`config.mk`:
```
export PLATFORM = sky130hd
export DESIGN_NAME = melody_sequencer
export DESIGN_NICKNAME = d
export VERILOG_FILES = /design/src/rtl/melody_sequencer.sv
export SDC_FILE = /design/constraint.sdc
export NUM_CORES = 1
export LEC_CHECK = 0
export CORE_ASPECT_RATIO = 0.7
export CORE_MARGIN = 2
export CORE_UTILIZATION = 50
export CTS_CLUSTER_SIZE = 40
export DETAILED_ROUTE_END_ITERATION = 12
export PLACE_DENSITY_LB_ADDON = 0.08
export SKIP_LAST_GASP = 1
export SLEW_MARGIN = 25
export SYNTH_ARGS = -nofsm -noshare
export SYNTH_HDL_FRONTEND = slang
export SYNTH_SLANG_ARGS = --single-unit
```
`constraint.sdc`:
```
create_clock -name clk -period 3.6 [get_ports clk]
set_input_delay 0.72 -clock clk [delete_from_list [all_inputs] [get_ports clk]]
set_output_delay 0.72 -clock clk [all_outputs]
set_load 0.005 [all_outputs]
```
`src/rtl/melody_sequencer.sv`:
```
// melody_sequencer: walks a synchronous note ROM and plays each note as a
// square wave on `tone` for beats x BEAT_CYCLES cycles, then inserts a
// GAP_CYCLES-long silent gap. A beats field of 0 ends the song.
// Optional feature macro: MELODY_LOOP_EN. When defined, the end-of-song word
// restarts playback from address 0 instead of returning to idle.
module melody_sequencer #(
   parameter int ADDR_W      = 8,
   parameter int BEAT_CYCLES = 6250000,
   parameter int GAP_CYCLES  = 250000
) (
   input  logic              clk,
   input  logic              rst,
   input  logic              start,
   input  logic              stop,
   output logic [ADDR_W-1:0] rom_addr,
   input  logic [23:0]       rom_data,
   output logic              tone,
   output logic              busy,
   output logic              done,
   output logic [ADDR_W-1:0] note_idx
);

   // Counter widths; a one-cycle beat or gap still needs a 1-bit register.
   localparam int BW = (BEAT_CYCLES > 1) ? $clog2(BEAT_CYCLES) : 1;
   localparam int GW = (GAP_CYCLES > 1) ? $clog2(GAP_CYCLES) : 1;
   localparam logic [BW-1:0] BEAT_LAST = BW'(BEAT_CYCLES - 1);
   localparam logic [GW-1:0] GAP_LAST  = GW'(GAP_CYCLES - 1);

   typedef enum logic [2:0] {
      S_IDLE,
      S_FETCH,
      S_LATCH,
      S_PLAY,
      S_GAP,
      S_DONE
   } state_t;

   state_t          state;
   state_t          state_next;
   logic [19:0]     half_period;
   logic [19:0]     div_cnt;
   logic [BW-1:0]   beat_cnt;
   logic [GW-1:0]   gap_cnt;
   logic [3:0]      beats_left;

   logic            beat_wrap;
   logic            last_beat;
   logic            gap_end;
   logic            div_term;
   logic            song_end;

   assign beat_wrap = (beat_cnt == BEAT_LAST);
   assign last_beat = beat_wrap && (beats_left == 4'd1);
   assign gap_end   = (gap_cnt == GAP_LAST);
   // A zero half-period is a rest: the divider never reaches a terminal count.
   assign div_term  = (half_period != 20'd0) && (div_cnt == half_period - 20'd1);
   assign song_end  = (rom_data[23:20] == 4'd0);
   assign note_idx  = rom_addr;

   // State register.
   // NOTE: sequential state uses non-blocking (<=) so every flop samples
   // pre-edge values regardless of process evaluation order.
   always_ff @(posedge clk or posedge rst) begin
      if (rst) begin
         state <= S_IDLE;
      end else begin
         state <= state_next;
      end
   end

   // Next-state decode; stop overrides every other transition.
   // NOTE: state_next is defaulted first so no path leaves it unassigned,
   // which would otherwise infer a latch.
   always_comb begin
      state_next = state;
      case (state)
         S_IDLE:  if (start) state_next = S_FETCH;
         S_FETCH: state_next = S_LATCH;
         S_LATCH: state_next = song_end ? S_DONE : S_PLAY;
         S_PLAY:  if (last_beat) state_next = S_GAP;
         S_GAP:   if (gap_end) state_next = S_FETCH;
`ifdef MELODY_LOOP_EN
         S_DONE:  state_next = S_FETCH;
`else
         S_DONE:  state_next = S_IDLE;
`endif
         default: state_next = S_IDLE;
      endcase
      if (stop) state_next = S_IDLE;
   end

   // Datapath: address, note registers, counters and registered outputs.
   always_ff @(posedge clk or posedge rst) begin
      if (rst) begin
         rom_addr    <= '0;
         half_period <= '0;
         beats_left  <= '0;
         div_cnt     <= '0;
         beat_cnt    <= '0;
         gap_cnt     <= '0;
         tone        <= 1'b0;
         busy        <= 1'b0;
         done        <= 1'b0;
      end else begin
         // busy/done track the state being entered so they line up with it.
         busy <= (state_next != S_IDLE);
         done <= (state_next == S_DONE);
         if (stop) begin
            // Abort: silence and clear counters, but keep the address.
            tone       <= 1'b0;
            div_cnt    <= '0;
            beat_cnt   <= '0;
            gap_cnt    <= '0;
            beats_left <= '0;
         end else begin
            case (state)
               S_IDLE: begin
                  if (start) rom_addr <= '0;
               end
               S_LATCH: begin
                  beats_left  <= rom_data[23:20];
                  half_period <= rom_data[19:0];
                  div_cnt     <= '0;
                  beat_cnt    <= '0;
                  gap_cnt     <= '0;
                  tone        <= 1'b0;
               end
               S_PLAY: begin
                  if (div_term) begin
                     div_cnt <= '0;
                     tone    <= ~tone;
                  end else if (half_period != 20'd0) begin
                     div_cnt <= div_cnt + 20'd1;
                  end
                  if (beat_wrap) begin
                     beat_cnt   <= '0;
                     beats_left <= beats_left - 4'd1;
                  end else begin
                     beat_cnt <= beat_cnt + BW'(1);
                  end
                  // Leaving for the gap always silences the output.
                  if (last_beat) begin
                     tone    <= 1'b0;
                     gap_cnt <= '0;
                  end
               end
               S_GAP: begin
                  tone <= 1'b0;
                  if (gap_end) begin
                     gap_cnt  <= '0;
                     rom_addr <= rom_addr + ADDR_W'(1);
                  end else begin
                     gap_cnt <= gap_cnt + GW'(1);
                  end
               end
               S_DONE: begin
`ifdef MELODY_LOOP_EN
                  rom_addr <= '0;
`endif
               end
               default: ;
            endcase
         end
      end
   end

endmodule
```
==> results of run 1 <==
==> cell type report <==
cell class | instances | area, µm² | area share
well taps | 153 | 191 | 0.0285
repair buffers | 60 | 591 | 0.0878
inverters | 9 | 36.3 | 0.00539
flip-flops and latches | 99 | 2480 | 0.368
multi-input cells | 501 | 3100 | 0.460
clock inverters | 4 | 98.8 | 0.0147
clock buffers | 12 | 236 | 0.0352
==> power groups by stage <==
| stage | Sequential, W | Clock [W] | Combinational [W] |
|---|---|---|---|
| after floorplan | 0.00129 | 0 | 0.000459 |
| after global placement | 0.00133 | 0 | 0.000602 |
| after detailed placement | 0.00134 | 0 | 0.000621 |
| after CTS | 0.00132 | 0.00113 | 0.000625 |
| after global routing | 0.00134 | 0.00117 | 0.000693 |
| final | 0.00132 | 0.00110 | 0.000630 |
==> cell usage after synthesis (4+ instances only) <==
| library cell | count |
|---|---|
| dfrtp_1 | 99 |
| nand2_1 | 68 |
| nor2_1 | 64 |
| o21ai_0 | 55 |
| clkbuf_1 | 28 |
| nand3_1 | 28 |
| nor3_1 | 25 |
| xor2_1 | 24 |
| and3_1 | 21 |
| mux2_2 | 19 |
| a21oi_1 | 17 |
| xnor2_1 | 17 |
| a22o_1 | 14 |
| o31ai_1 | 14 |
| nor4_1 | 10 |
| or2_2 | 10 |
| buf_4 | 9 |
| inv_1 | 9 |
| nor2b_1 | 9 |
| o21ai_1 | 9 |
| a2bb2oi_1 | 7 |
| ha_1 | 7 |
| nand4_1 | 7 |
| or3_1 | 7 |
| or4_1 | 7 |
| nand2b_1 | 6 |
| a31oi_1 | 5 |
| and2_1 | 5 |
| nor4b_1 | 4 |
==> routing by layer <==
metal  vias up  global-route usage
li1       2399                   -
met4         0              0.0484
met5         -                   0
met1      2445               0.376
met2       180               0.346
met3        13              0.0496
==> metrics by stage <==
stage	instance area [µm²]	hold WS, ns	std cells
finish	6730	0.493	838
floorplan	5790	0.437	650
detailed placement	6390	0.471	822
global placement	6390	0.482	822
CTS	6720	0.488	838
global route	6730	0.524	838
==> critical path, stage by stage, from the launching register on <==
cell and delay (ns):
dfrtp_1 0.42, inv_1 0.09, ha_1 0.22, or4b_4 0.53, or2_2 0.38, nor4_1 0.24
o2111ai_1 0.12, a2111o_1 0.39, o31ai_2 0.35, buf_12 0.20, o21ai_1 0.08, a22o_1 0.26
==> state kept, by name, summed over array words and instances, names as in the netlist <==
signal,cells
beat_cnt,23
beats_left,4
busy,1
div_cnt,20
done,1
gap_cnt,18
half_period,20
note_idx,8
state,3
tone,1
==> kinds of logic (layout without fill, tap and decap cells) <==
kind of cell	Yosys count	after routing	synth area share
fa+ha+maj	7	7	0.0151
xor+xnor	42	42	0.0659
buf+inv	50	85	0.0397
mux	21	21	0.0404
compound gates	144	144	0.159
simple gates	287	287	0.252
flops	99	99	0.428
==> cell usage in the layout, fill, tap and decap left out, types with 4 or more instances in the layout <==
master	Yosys	final
or2_2	10	10
clkbuf_16	0	9
nor4_1	10	10
and2_1	5	5
nor3_1	25	25
a22o_1	14	14
a21oi_1	17	17
nor2_1	64	64
o21ai_0	55	55
nand2_1	68	68
a2bb2oi_1	7	7
or3_1	7	7
dfrtp_1	99	99
mux2_2	19	19
nor2b_1	9	9
nand2b_1	6	6
xor2_1	24	24
clkdlybuf4s50_1	0	46
buf_4	9	12
nand3_1	28	28
or4_1	7	7
o21ai_1	9	9
ha_1	7	7
inv_1	9	8
nor4b_1	4	4
and3_1	21	21
a31oi_1	5	5
nand4_1	7	7
xnor2_1	17	17
o31ai_1	14	14
==> worst min-delay path by stage <==
stage                       startpoint      endpoint  slack, ns
after floorplan           beat_cnt[22]  beat_cnt[22]       0.44
after global placement    beat_cnt[22]  beat_cnt[22]       0.48
after detailed placement  beat_cnt[22]  beat_cnt[22]       0.47
after CTS                 beat_cnt[22]  beat_cnt[22]       0.49
after global routing        gap_cnt[2]    gap_cnt[2]       0.52
final                     beat_cnt[22]  beat_cnt[22]       0.49
==> key figures, run 1 <==
Outcome
  – Outcome: completed

GRT
  – Total grt overflow: 0
  – Initial antenna violation count: 0
  – GRT Util Overall: 0.242
  – Global-route wire length before repair: 23800 µm
  – Number of global-route vias before repair: 4746
  – Largest net degree at the start of global routing: 44

Synthesis
  – EDFF count, synth: 0
  – Yosys reg bits: 99
  – Syn. warnings: 0
  – Syn Nets: 685
  – Leading area contributor after synthesis: dfrtp_1
  – Sequential area share after synthesis: 0.428
  – Fraction of registers with async set/reset: 1.00
  – Synth Cell Area: 0.00579 mm²
  – Mean Syn Cell Area: 8.91 µm²
  – Count of cell types in the netlist: 61
  – Largest cells by area after synthesis: dfrtp_1 (43%), o21ai_0 (4.8%), nand2_1 (4.4%)
  – Synth Instances: 650
  – Top-area cell type share of the netlist area: 0.428
  – Ys flop type: dfrtp_1

Clocking
  – Hold_buf cts: 0
  – Num CTS Buffers: 9
  – Clock latency on the worst-skew pair: 0.35 ns
  – Post-CTS setup buffer count: 0
  – CTS tree: done
  – Sinks on Clock Net: 99
  – CTS clock-pin slew for the worst setup and hold paths: 0.07 ns
  – CTS Buffer Depth: 2
  – Clk root buf: clkbuf_16
  – Post-CTS sizing: 0
  – H-tree levels: 3

STA
  – Final setup vio count: 0
  – Fin crit period: 3.41 ns
  – Tcrit/Tclk final: 0.947
  – Final hold vios: 0
  – Clock Skews: 0.0124 ns
  – Fmax: 293 MHz
  – RSZ-0062 raised after global routing: false
  – Final setup TNS: 0 ns
  – Slew @ Worst Pin: 0.830 ns
  – Fin. max-slew vios: 0
  – Relative slew margins: 0.442
  – Final WS setup: 0.190 ns

Pwr
  – Worst VDD drop: 239 µV
  – Cell Int Power: 0.00219 W
  – Share of power burned in registers: 0.432
  – Switch share: 0.285
  – Final Total Pwr: 0.00306 W
  – Comb power frac: 0.206
  – Psw: 0.000870 W
  – PwrDens: 454 mW/mm²
  – Leakage: 2.77 nW
  – Clk network pwr share: 0.361

Placement
  – Dpl ws: 0.134 ns
  – GPL Wtd Cong: 0.906
  – Detailed Place HPWL: 10500 µm
  – Port bufs: 46

Detailed routing
  – Routed WL per cell: 17.1 µm
  – Remaining DRCs: 0
  – Count of antenna-violating nets left after detailed routing: 0
  – Vias: 5037
  – Drt first-iter violations: 436
  – DRT Wirelength: 14400 µm
  – Max layer used: met4
  – Met2 WL post-DR: 5980 µm
  – Met1 WL: 7290 µm
  – DR vias/cell: 6.01
  – Met3 Routed Length: 966 µm
  – Pre-antenna DRT Iters: 6

Floorplan
  – Die Width: 133 µm
  – FP Rows: 32
  – Boundary pin count: 47
  – Total die area: 0.0125 mm²
  – Starting density of the core: 0.519
  – Die Height: 94.1 µm
  – Core box area: 0.0112 mm²

Layout
  – Final core occ: 0.602
  – Syn-to-layout area delta: 16.1%
  – Ant diodes: 0
  – Layout cells sized above 1: 0.0934
  – Fillers: 954
  – Nets@finish: 715

Setup path
  – Crit path to: div_cnt[13]
  – R2r setup slk: 0.19 ns
  – FF-to-FF Start: half_period[0]
  – Worst Setup SP: half_period[0]
  – Worst path required time: 3.84 ns
  – Setup crit end kind: flop
  – Maximum fanout along the worst path: 21
  – CP Class: reg2reg
  – FF-to-FF End: div_cnt[13]
  – Startpoint Class: flop
  – Worst Path Arrival: 3.65 ns
  – Worst r2r path cells: 11

Min path
  – HP Class: reg2reg
  – Min-Delay Path Depth: 1

Flow run
  – MaxCap Viol Count: 0
Power figures use the tool's default switching activity.
==> run 2: changes to the inputs <==
--- a/config.mk
+++ b/config.mk
@@ -5,6 +5,7 @@
 export SDC_FILE = /design/constraint.sdc
 export NUM_CORES = 1
 export LEC_CHECK = 0
+export ABC_CLOCK_PERIOD_IN_PS = 3600
 export CORE_ASPECT_RATIO = 0.7
 export CORE_MARGIN = 2
 export CORE_UTILIZATION = 50
==> results of run 2 <==
The final DEF is identical to that of run 1; final timing and power are the same.
